**config.mk**
```make
export PLATFORM = sky130hd
export DESIGN_NAME = fifo_word_packer
export DESIGN_NICKNAME = d
export VERILOG_FILES = /design/src/rtl/fifo_pkg.sv /design/src/rtl/fifo_word_packer.sv
export SDC_FILE = /design/constraint.sdc
export NUM_CORES = 1
export LEC_CHECK = 0
export ABC_AREA = 1
export BUFFER_PORTS_ARGS = -buffer_cell sky130_fd_sc_hd__buf_2
export CORE_UTILIZATION = 23
export DETAILED_ROUTE_END_ITERATION = 8
export PLACE_DENSITY_LB_ADDON = 0.12
export SLEW_MARGIN = 20
export SYNTH_ARGS = -nofsm -noshare
export SYNTH_HDL_FRONTEND = slang
export SYNTH_SLANG_ARGS = --single-unit
```
**constraint.sdc**
```tcl
create_clock -name clk -period 1.7 [get_ports clk]
set_input_delay 0.34 -clock clk [delete_from_list [all_inputs] [get_ports clk]]
set_output_delay 0.34 -clock clk [all_outputs]
set_load 0.05 [all_outputs]
```
**src/rtl/fifo_pkg.sv**
```systemverilog
// Shared constants, FSM state type and lane parity helper for the byte-FIFO word packer.
package fifo_pkg;

  localparam int BYTE_W = 8;

  typedef enum logic {
    FILL  = 1'b0,
    DRAIN = 1'b1
  } packer_state_t;

  // Even parity bit: makes the total number of ones in {bit, byte} even.
  function automatic logic even_parity(input logic [BYTE_W-1:0] b);
    return ^b;
  endfunction

endpackage

```
**src/rtl/fifo_word_packer.sv**
```systemverilog
// Drains an 8-bit FIFO, packs BYTES_PER_WORD bytes per word and hands words off on valid/ready.
// Optional lane parity output enabled by defining FIFO_WORD_PACKER_PARITY_EN.
module fifo_word_packer
  import fifo_pkg::*;
#(
  parameter int BYTES_PER_WORD = 4
) (
  input  logic                             clk,
  input  logic                             rst_n,
  input  logic [7:0]                       in_fifo_read_data,
  input  logic                             in_fifo_is_empty,
  output logic                             out_fifo_read_ctrl,
  input  logic                             in_flush,
  input  logic                             in_word_ready,
  output logic                             out_word_valid,
  output logic [BYTE_W*BYTES_PER_WORD-1:0] out_word_data,
`ifdef FIFO_WORD_PACKER_PARITY_EN
  output logic [BYTES_PER_WORD-1:0]        out_word_parity,
`endif
  output logic [BYTES_PER_WORD-1:0]        out_word_mask
);

  localparam int CNT_W  = $clog2(BYTES_PER_WORD) + 1;
  localparam int WORD_W = BYTE_W * BYTES_PER_WORD;

  packer_state_t             r_state;
  logic [CNT_W-1:0]          r_byte_cnt;
  logic                      r_pend;
  logic                      r_flush_pend;
  logic                      r_valid;
  logic [WORD_W-1:0]         r_data;
  logic [BYTES_PER_WORD-1:0] r_mask;

  logic [CNT_W:0]            w_fill_lvl;
  logic                      w_read_ctrl;
  logic [CNT_W-1:0]          w_cnt_cap;
  logic [WORD_W-1:0]         w_data_cap;
  logic [BYTES_PER_WORD-1:0] w_mask_cap;
  logic [BYTES_PER_WORD-1:0] w_lane_hit;
  logic                      w_word_full;
  logic                      w_flush_set;
  logic                      w_flush_go;

`ifdef FIFO_WORD_PACKER_PARITY_EN
  logic [BYTES_PER_WORD-1:0] r_parity;
  logic [BYTES_PER_WORD-1:0] w_parity_cap;
`endif

  // Bytes already collected plus the one whose read data arrives this cycle.
  assign w_fill_lvl  = {1'b0, r_byte_cnt} + (CNT_W+1)'(r_pend);
  assign w_read_ctrl = (r_state == FILL) & ~in_fifo_is_empty & ~r_flush_pend &
                       (w_fill_lvl < (CNT_W+1)'(BYTES_PER_WORD));
  assign w_flush_set = in_flush & (w_fill_lvl != (CNT_W+1)'(0));
  assign w_flush_go  = r_flush_pend & ~r_pend;
  assign w_word_full = (w_cnt_cap == CNT_W'(BYTES_PER_WORD));

  // Lane write decode: the returning FIFO byte lands in lane byte_cnt.
  always_comb begin
    w_lane_hit = '0;
    w_data_cap = r_data;
    w_mask_cap = r_mask;
`ifdef FIFO_WORD_PACKER_PARITY_EN
    w_parity_cap = r_parity;
`endif
    for (int i = 0; i < BYTES_PER_WORD; i++) begin
      w_lane_hit[i] = r_pend & (r_byte_cnt == CNT_W'(i));
      w_data_cap[i*BYTE_W +: BYTE_W] = w_lane_hit[i] ? in_fifo_read_data
                                                      : r_data[i*BYTE_W +: BYTE_W];
      w_mask_cap[i] = w_lane_hit[i] | r_mask[i];
`ifdef FIFO_WORD_PACKER_PARITY_EN
      w_parity_cap[i] = w_lane_hit[i] ? even_parity(in_fifo_read_data) : r_parity[i];
`endif
    end
    w_cnt_cap = r_byte_cnt + CNT_W'(r_pend);
  end

  // FILL/DRAIN sequencing and word assembly.
  always_ff @(posedge clk or negedge rst_n) begin
    if (!rst_n) begin
      r_state      <= FILL;
      r_byte_cnt   <= '0;
      r_pend       <= 1'b0;
      r_flush_pend <= 1'b0;
      r_valid      <= 1'b0;
      r_data       <= '0;
      r_mask       <= '0;
`ifdef FIFO_WORD_PACKER_PARITY_EN
      r_parity     <= '0;
`endif
    end else begin
      r_pend <= w_read_ctrl;
      case (r_state)
        FILL: begin
          r_data     <= w_data_cap;
          r_mask     <= w_mask_cap;
          r_byte_cnt <= w_cnt_cap;
`ifdef FIFO_WORD_PACKER_PARITY_EN
          r_parity   <= w_parity_cap;
`endif
          if (w_word_full || w_flush_go) begin
            r_state      <= DRAIN;
            r_valid      <= 1'b1;
            r_flush_pend <= 1'b0;
          end else if (w_flush_set) begin
            r_flush_pend <= 1'b1;
          end
        end
        DRAIN: begin
          if (in_word_ready) begin
            r_state    <= FILL;
            r_valid    <= 1'b0;
            r_byte_cnt <= '0;
            r_data     <= '0;
            r_mask     <= '0;
`ifdef FIFO_WORD_PACKER_PARITY_EN
            r_parity   <= '0;
`endif
          end
        end
        default: begin
          r_state <= FILL;
          r_valid <= 1'b0;
        end
      endcase
    end
  end

  assign out_fifo_read_ctrl = w_read_ctrl;
  assign out_word_valid     = r_valid;
  assign out_word_data      = r_data;
  assign out_word_mask      = r_mask;
`ifdef FIFO_WORD_PACKER_PARITY_EN
  assign out_word_parity    = r_parity;
`endif

endmodule
```
==> results of run 1 <==
-- flip-flops by register name (all words and copies together), names as in the netlist --
register        count
r_state             1
r_pend              1
out_word_valid      1
out_word_mask       4
r_flush_pend        1
r_byte_cnt          3
out_word_data      32
-- path summary, 6_finish.rpt --
check | to | slack (ps) | cells past startpoint
worst max register to register | out_word_valid | 250 | 7
min in group asynchronous | out_word_data[1] | 480 | 2
worst min-delay path | r_flush_pend | 350 | 5
worst min register to register | out_word_mask[2] | 480 | 2
max in group asynchronous | out_word_data[3] | 610 | 4
worst max-delay path | out_fifo_read_ctrl | -260 | 8
-- power groups by stage --
stage               registers (W)  clock network, W  logic (W)
floorplan                 0.00261                 0   0.000818
global placement          0.00164                 0    0.00241
detailed placement        0.00164                 0    0.00240
CTS                       0.00163          0.000805    0.00244
global route              0.00166          0.000826    0.00261
finish                    0.00162          0.000779    0.00241
-- kinds of logic (layout without fill, tap and decap cells) --
kind of cell	after synthesis	in the layout	synth area share
AO/OA/AOI/OAI	38	38	0.137
adder cells (fa/ha/maj)	2	2	0.0135
buffers and inverters	25	87	0.0711
flip-flops	43	43	0.582
AND/OR/NAND/NOR	67	67	0.196
-- critical path, stage by stage, from the launching register on --
cell	delay (ps)
dfrtp_2	430
ha_4	170
ha_4	150
inv_2	40
nand2_2	50
nand2_2	70
nand2_2	60
nor4_4	170
buf_6	200
-- per-stage QoR --
stage,utilization,instances
2_1_floorplan,-,175
3_3_place_gp,0.299,329
3_5_place_dp,0.299,329
4_1_cts,0.316,339
5_1_grt,0.316,339
6_report,0.316,339
-- final cells by class --
type | instances | area share
timing repair buffer | 63 | 0.161
multi-input combinational | 107 | 0.280
clock buffer | 6 | 0.0296
inverter | 17 | 0.0260
clock inverter | 1 | 0.0122
tap | 102 | 0.0520
sequential | 43 | 0.439
-- what timing repair did --
item,in CTS,in global routing
gates resized for setup,2,0
setup buffers,2,0
endpoints found under the hold margin,13,0
hold buffers,1,0
pin swaps,3,0
endpoints found under the setup margin,1,1
gates cloned,0,0
-- layout by cell type, fill, tap and decap left out, drive strengths merged, types with 2 or more instances in the layout --
cell type and count:
o21ai 34, nand2 22, buf 62, a21oi 2
nor2 5, dfrtp 43, ha 2, clkbuf 6
nand3 37, inv 17
-- layer usage --
metal / global-route usage / vias to the layer above / share of wire / routed length [microns]
met3: 0.0332 / 6 / 0.047 / 218
met1: 0.161 / 675 / 0.48 / 2230
met2: 0.191 / 37 / 0.45 / 2100
li1: - / 717 / - / -
met5: 0 / - / 0 / 0
met4: 0.0397 / 0 / 0.014 / 63
==> metrics, run 1 <==
Synth area leaders dfrtp_1 (58%), nand3_1 (8.9%), o21ai_2 (7.6%); Req. time, crit path 1360 ps; DR vias 1435; Yosys top cell area share 0.582; share of layout cells above drive strength 1 0.439; NetSw 0.00235 W; Synth Cell Area 1850 sq um; number of global-route vias before repair 1457; PortBufs 50; CTS tree built; final setup violation count 1; crit-path max FO 2; average size of a mapped cell 10.6 sq um; Synth Net Count 190; drt total wl 4610 microns; Leakage 1.26 nW; clk sinks 43; placer's final routability congestion estimate 0.717; Clk pwr share 0.162; Routed Antenna Nets 0; Max Cap Viol 0; Ant. Diodes 0; pre-CTS WS -155 ps; Avg Vias per Cell 4.23; top-count cell post-synth dfrtp_1; Slew Limit Fails 0; first-iteration detailed-routing DRC count 68; Remaining DRCs 0; fillers 869; Hold Slack 353 ps; Primary FF master, synth dfrtp_1; clock root buffer clkbuf_8; Pint 0.00246 W; Post-synth EDFFs 0; violated checks setup timing; Final Hold Fails 0; Gate power share 0.502; Die Y 91.6 microns; H-tree lvl count 2; Syn Inst Count 175; outcome finished, violations left; Die X 91.6 microns; Net Sw Frac 0.489; fin nets 252; Async SR Flop Fraction 1.00; worst setup margin -263 ps; RSZ-0062 raised after global routing true; Reg area 1080 sq um; Synth top cells by count dfrtp_1 (43), nand3_1 (33), nand2_1 (19), inv_1 (17); first-pass GRT wire length 7810 microns; I/O Pins 51; Initial DRT Pass Iterations 4; WL/cell 13.6 microns; Seq/Total Area, Yosys 0.582; antenna violations before repair 0; startpoint types flop; Critical Path End Type output port; DP HPWL 3200 microns; Num CTS Buffers 5; Worst-path clk slew 80 ps; Starting Density 0.238; Core ar. 7770 sq um; Rel. slew slack 0.690; Netlist cell types 23; hold_sp in_flush; Layout Skew 8.24 ps; CP Launch Point r_byte_cnt[0]; crit path time final 1960 ps; WP data arrival 1620 ps; highest clock rate 509 MHz; Setup CP Type flop to output port; Tcrit/Tclk final 1.15; Die ar. 8400 sq um; CTS max path bufs 2; Synth area leader dfrtp_1; Synthesis Warnings 0; Worst R2R Start r_byte_cnt[0]; Worst VDD drop 655 uV; largest net degree at the start of global routing 31; Area Growth Syn to Fin 32.8%; measured slew at the worst slew-check pin 466 ps; Pwr Density 1960 nW/um^2; setup_tns -263 ps; clk_lat worst skew 290 ps; area of the multi-input gates 688 sq um; register bit total from synthesis 43; Total Power 0.00480 W; GRT overflow 0; num rows 32; GRT Util Overall 0.121; design area 2450 sq um; Flop pwr share 0.336; post-place instance area 2320 sq um; HP Class primary input to flop
(Power assumes the default switching activity.)
==> run 2, diff against run 1 <==
--- a/config.mk
+++ b/config.mk
@@ -5,12 +5,11 @@
 export SDC_FILE = /design/constraint.sdc
 export NUM_CORES = 1
 export LEC_CHECK = 0
-export ABC_AREA = 1
 export BUFFER_PORTS_ARGS = -buffer_cell sky130_fd_sc_hd__buf_2
 export CORE_UTILIZATION = 23
 export DETAILED_ROUTE_END_ITERATION = 8
 export PLACE_DENSITY_LB_ADDON = 0.12
-export SLEW_MARGIN = 20
+export SLEW_MARGIN = 0
 export SYNTH_ARGS = -nofsm -noshare
 export SYNTH_HDL_FRONTEND = slang
 export SYNTH_SLANG_ARGS = --single-unit
==> run 2 against run 1 <==
  * The run ends with hold timing, setup timing left
  * Sequential share of layout area up 0.26 points
  * Clock power fell by 13%
  * Power fell by 17%
  * Register-to-register slack worse by 100 ps
  * Fmax is 1.2% higher
  * Routed wire length decreased by 0.24%
  * Flip-flop and latch count stayed put
  * Non-clock buffer count down 3
  * Utilization down 0.23 points
  * Via count down 7.7%
  * Die area rose by 0.27%
  * Sequential power down 9%
==> metrics, run 2 <==
fillers 838 (was 869); share of layout cells above drive strength 1 0.342 (was 0.439); Leakage 1.41 nW (was 1.26 nW); Ant. Diodes 0 (unchanged); Worst VDD drop 603 uV (was 655 uV); Synth Net Count 180 (was 190); Pwr Density 1640 nW/um^2 (was 1960 nW/um^2); commonest non-fill, non-tap cell in the layout buf_2 (unchanged); clock root buffer clkbuf_8 (unchanged); Syn Inst Count 165 (was 175); highest clock rate 515 MHz (was 509 MHz); Largest register FFs 32 (unchanged); Max Cap Viol 0 (unchanged); outcome finished, violations left (unchanged); setup_tns -240 ps (was -263 ps); Async SR Flop Fraction 1.00 (unchanged); most frequent cells in the layout buf_2 (49), nand2_1 (44), dfrtp_1 (43), mux2i_1 (33), inv_1 (12) (was buf_2 (49), dfrtp_1 (42), nand3_1 (33)); top-count cell post-synth nand2_1 (was dfrtp_1); Critical Path End Type output port (unchanged); Total Power 0.00399 W (was 0.00480 W); post-place instance area 2320 sq um (about the same); clk sinks 43 (unchanged); measured slew at the worst slew-check pin 398 ps (was 466 ps); Initial DRT Pass Iterations 4 (unchanged); Slew Limit Fails 0 (unchanged); GRT overflow 0 (unchanged); Post-synth EDFFs 0 (unchanged); violated checks hold timing, setup timing (was setup timing); PortBufs 50 (unchanged); WP data arrival 1600 ps (was 1620 ps); Routed Antenna Nets 0 (unchanged); design area 2440 sq um (was 2450 sq um); WL/cell 14.1 microns (was 13.6 microns); drt total wl 4600 microns (was 4610 microns); register bit total from synthesis 43 (unchanged); Netlist cell types 26 (was 23); number of global-route vias before repair 1424 (was 1457); Util after Layout 0.314 (was 0.316); fin nets 239 (was 252); Synth area leader dfrtp_1 (unchanged); HP Class primary input to async pin (was primary input to flop); DP HPWL 3100 microns (was 3200 microns); Final Hold Fails 5 (was 0); placer's final routability congestion estimate 0.713 (was 0.717); Num CTS Buffers 5 (unchanged); Synth area leaders dfrtp_1 (58%), mux2i_1 (18%), nand2_1 (8.9%) (was dfrtp_1 (58%), nand3_1 (8.9%), o21ai_2 (7.6%)); Worst-path clk slew 90 ps (was 80 ps); first-iteration detailed-routing DRC count 24 (was 68); largest net degree at the start of global routing 44 (was 31); CTS tree built (unchanged); Starting Density 0.239 (was 0.238); R2R Setup Slk 150 ps (was 250 ps); Avg Vias per Cell 4.05 (was 4.23); clk_lat worst skew 300 ps (was 290 ps); Layout Skew 5.48 ps (was 8.24 ps); startpoint types flop (unchanged); first-pass GRT wire length 7490 microns (was 7810 microns); crit-path max FO 3 (was 2); final setup violation count 1 (unchanged); area of the multi-input gates 754 sq um (was 688 sq um); crit path time final 1940 ps (was 1960 ps); antenna violations before repair 0 (unchanged); Die X 91.8 microns (was 91.6 microns); Remaining DRCs 0 (unchanged); Synth Cell Area 1850 sq um (about the same); Die ar. 8420 sq um (was 8400 sq um); Area Growth Syn to Fin 31.5% (was 32.8%); CTS max path bufs 2 (unchanged); GRT Util Overall 0.118 (was 0.121); worst setup margin -240 ps (was -263 ps); Core ar. 7770 sq um (unchanged); I/O Pins 51 (unchanged); Cell Count, Final, Fillers Out 327 (was 339); average size of a mapped cell 11.2 sq um (was 10.6 sq um); Tcrit/Tclk final 1.14 (was 1.15); Setup CP Type flop to output port (unchanged); Req. time, crit path 1360 ps (about the same); Seq/Total Area, Yosys 0.581 (was 0.582); Die Y 91.8 microns (was 91.6 microns); Hold Slack -3.94 ps (was 353 ps); Rel. slew slack 0.735 (was 0.690); Primary FF master, synth dfrtp_1 (unchanged); DR vias 1325 (was 1435); H-tree lvl count 2 (unchanged); Synth top cells by count nand2_1 (44), dfrtp_1 (43), mux2i_1 (33), inv_1 (12), buf_2 (5) (was dfrtp_1 (43), nand3_1 (33), nand2_1 (19), inv_1 (17)); DP Cell Count 319 (was 329); Reg area 1080 sq um (about the same); num rows 32 (unchanged); Yosys top cell area share 0.581 (was 0.582); # hold bufs at CTS 0 (was 1); Synthesis Warnings 0 (unchanged); RSZ-0062 raised after global routing true (unchanged)
## run 2: worst paths after layout
kind | from | to | depth (start not counted)
min in group clk | in_fifo_is_empty | r_pend | 2
max in group asynchronous | rst_n | out_word_data[4] | 2
worst min register to register | out_word_mask[1] | out_word_mask[1] | 2
worst max register to register | r_byte_cnt[0] | r_flush_pend | 5
worst min-delay path | rst_n | out_word_mask[3] | 2
worst max-delay path | r_byte_cnt[0] | out_fifo_read_ctrl | 6
## run 2: metal layers
layer	vias up	track usage	routed length [microns]
met4	0	0.0430	58
met3	5	0.0431	286
met1	623	0.144	2130
met2	34	0.192	2120
met5	-	0	0
li1	663	-	-
## run 2: through the flow
| stage | hold slack [ps] | worst slack (ps) |
|---|---|---|
| after global routing | 15.7 | -334 |
| after global placement | 344 | 9.86 |
| final | -3.94 | -240 |
| after detailed placement | 339 | -0.713 |
| after CTS | 5.72 | -259 |
| after floorplan | 44.4 | -168 |
## run 2: area by class of cell
cell class	count	area share
clock buffer	5	0.0282
inverter	12	0.0185
timing repair buffer	60	0.141
sequential	43	0.442
multi-input combinational	102	0.310
clock inverter	3	0.00822
tap	102	0.0524
## run 2: cell families (layout without fill, tap and decap cells)
kind of cell / after synthesis / count (layout) / share of synthesized area
mux: 33 / 33 / 0.178
xor+xnor: 1 / 1 / 0.00473
flops: 43 / 43 / 0.581
buf+inv: 20 / 80 / 0.0479
simple gates: 55 / 55 / 0.134
fa+ha+maj: 2 / 2 / 0.0135
compound gates: 11 / 11 / 0.0405
## run 2: report_power, final
group	internal, W	switching (W)	total (W)
clock	0.000287	0.000391	0.000678
sequential	0.00128	0.000193	0.00147
combinational	0.000555	0.00128	0.00183
total	0.00212	0.00186	0.00399
## run 2: what timing repair did
item | 4_1_cts | 5_1_grt
buffers inserted | 0 | 0
resized for setup | 5 | 0
endpoints found under the setup margin | 1 | 1
## run 2: critical path, stage by stage, from the launching register on
cell     delay [ps]
dfrtp_1         400
ha_4            170
ha_4            160
and2_4          160
a21oi_4          50
nor4_4          170
buf_6           200
==> run 3, diff against run 2 <==
==> constraint.sdc (replaced) <==
create_clock -name clk -period 1.8 [get_ports clk]
set_input_delay 0.18 -clock clk [delete_from_list [all_inputs] [get_ports clk]]
set_output_delay 0.18 -clock clk [all_outputs]
set_load 0.05 [all_outputs]
==> run 3 against run 2 <==
  * The flow now finishes without violations
  * Final area grew 1.5%
  * Largest cell class unchanged
  * Largest power group unchanged
  * Utilization up 0.47 points
  * Non-clock buffer count rose by 2
  * Clock power increased by 19%
  * Final cell count up 0.61%
  * Sequential power shrank 7%
  * Count of clock-buffer cells in the layout grew 1
==> metrics, run 3 (synthesis gave the netlist of run 2 again) <==
first-iteration detailed-routing DRC count 45 (was 24); I/O Pins 51 (unchanged); Util after Layout 0.318 (was 0.314); GRT Util Overall 0.121 (was 0.118); Worst VDD drop 367 uV (was 603 uV); GRT overflow 0 (unchanged); drt total wl 4620 microns (was 4600 microns); Largest register FFs 32 (unchanged); Core ar. 7770 sq um (unchanged); outcome finished, final reports clean (was finished, violations left); crit path time final 1790 ps; Rel. slew slack 0.605 (was 0.735); PortBufs 50 (unchanged); clk sinks 43 (unchanged); Leakage 1.44 nW (was 1.41 nW); hold path cells 2; share of layout cells above drive strength 1 0.344 (was 0.342); Max Cap Viol 0 (unchanged); measured slew at the worst slew-check pin 592 ps (was 398 ps); antenna violations before repair 0 (unchanged); Pwr Density 1590 nW/um^2 (was 1640 nW/um^2); DR vias 1375 (was 1325); placer's final routability congestion estimate 0.777 (was 0.713); clk_lat worst skew 300 ps (about the same); Tcrit/Tclk final 0.997; first-pass GRT wire length 7690 microns (was 7490 microns); clock root buffer clkbuf_8 (unchanged); hold_sp in_fifo_is_empty; WL/cell 14.0 microns (was 14.1 microns); final setup violation count 0 (was 1); Starting Density 0.239 (unchanged); Hold Slack 60.2 ps (was -3.94 ps); Worst R2R Start r_byte_cnt[0] (unchanged); largest net degree at the start of global routing 27 (was 44); Critical Path End Type output port (unchanged); Final Hold Fails 0 (was 5); H-tree lvl count 2 (unchanged); Area Growth Syn to Fin 33.4% (was 31.5%); HP Class primary input to flop (was primary input to async pin); Die ar. 8420 sq um (unchanged); Remaining DRCs 0 (unchanged); R2R depth 6 (was 5); most frequent cells in the layout buf_2 (49), nand2_1 (44), dfrtp_1 (43), mux2i_1 (33), inv_1 (12) (unchanged); RSZ-0062 raised after global routing true (unchanged); highest clock rate 557 MHz; num rows 32 (unchanged); setup_tns 0 ps (was -240 ps); CTS tree built (unchanged); R2R Setup Slk 130 ps (was 150 ps); Slew Limit Fails 0 (unchanged); Die X 91.8 microns (unchanged); Avg Vias per Cell 4.18 (was 4.05); R2R Path End r_flush_pend (unchanged); startpoint types flop (unchanged); Initial DRT Pass Iterations 4 (unchanged); Routed Antenna Nets 0 (unchanged); Num CTS Buffers 5 (unchanged); Ant. Diodes 0 (unchanged); CTS max path bufs 2 (unchanged); DP HPWL 3230 microns (was 3100 microns); WP data arrival 1610 ps (was 1600 ps); fin nets 241 (was 239); hold worst-path end r_pend; commonest non-fill, non-tap cell in the layout buf_2 (unchanged); Setup CP Type flop to output port (unchanged); Total Power 0.00392 W (was 0.00399 W); Req. time, crit path 1620 ps (was 1360 ps); Worst-path clk slew 80 ps (was 90 ps); Die Y 91.8 microns (unchanged); Layout Skew 3.51 ps (was 5.48 ps); number of global-route vias before repair 1362 (was 1424); crit-path max FO 3 (unchanged)
## run 3: through the flow
stage | area, sq um | instances | worst slack [ps]
global placement | 2310 | 319 | 165
floorplan | 1870 | 165 | 8.08
CTS | 2470 | 329 | -4.65
detailed placement | 2310 | 319 | 155
finish | 2470 | 329 | 5.54
global route | 2470 | 329 | -137
## run 3: cell type report
cell class,instances,area [sq um]
Timing Repair Buffer,62,374
Sequential cell,43,1080
Multi-Input combinational cell,102,732
Inverter,12,45.0
Fill cell,841,5300
Clock inverter,2,35.0
Tap cell,102,128
Clock buffer,6,82.6
## run 3: critical path, cell delays in order, from the launching register on
cell	delay [ps]
dfrtp_1	400
ha_2	210
ha_4	170
and2_4	160
a21oi_2	170
nor4_4	50
buf_6	150
## run 3: worst max-delay path by stage
| stage | startpoint | end | slack [ps] | cells after the start |
|---|---|---|---|---|
| floorplan | r_byte_cnt[0] | r_pend | 8 | 5 |
| global placement | r_byte_cnt[0] | out_fifo_read_ctrl | 170 | 6 |
| detailed placement | r_byte_cnt[0] | out_fifo_read_ctrl | 150 | 6 |
| CTS | r_byte_cnt[0] | out_fifo_read_ctrl | -5 | 6 |
| global route | r_byte_cnt[0] | out_fifo_read_ctrl | -140 | 6 |
| finish | r_byte_cnt[0] | out_fifo_read_ctrl | 6 | 6 |
## run 3: report_power, final
part | total (W) | switching [W] | internal (W)
Combinational | 0.00174 | 0.00122 | 0.000521
Sequential | 0.00137 | 0.000166 | 0.00121
Clock | 0.000808 | 0.000359 | 0.000450
## run 3: repair_timing
action | in CTS | in global routing
setup endpoints to repair | 1 | 1
buffers inserted | 1 | 0
hold buffers | 1 | 0
pin swaps | 1 | 0
endpoints found under the hold margin | 17 | 0
resized for setup | 8 | 0
## run 3: layer usage
metal / vias to the layer above / GRT usage / part of all wire / wire (microns)
li1: 663 / - / - / -
met1: 671 / 0.169 / 0.50 / 2310
met2: 35 / 0.178 / 0.44 / 2020
met3: 6 / 0.0340 / 0.047 / 218
met4: 0 / 0.0430 / 0.015 / 71
met5: - / 0 / 0 / 0
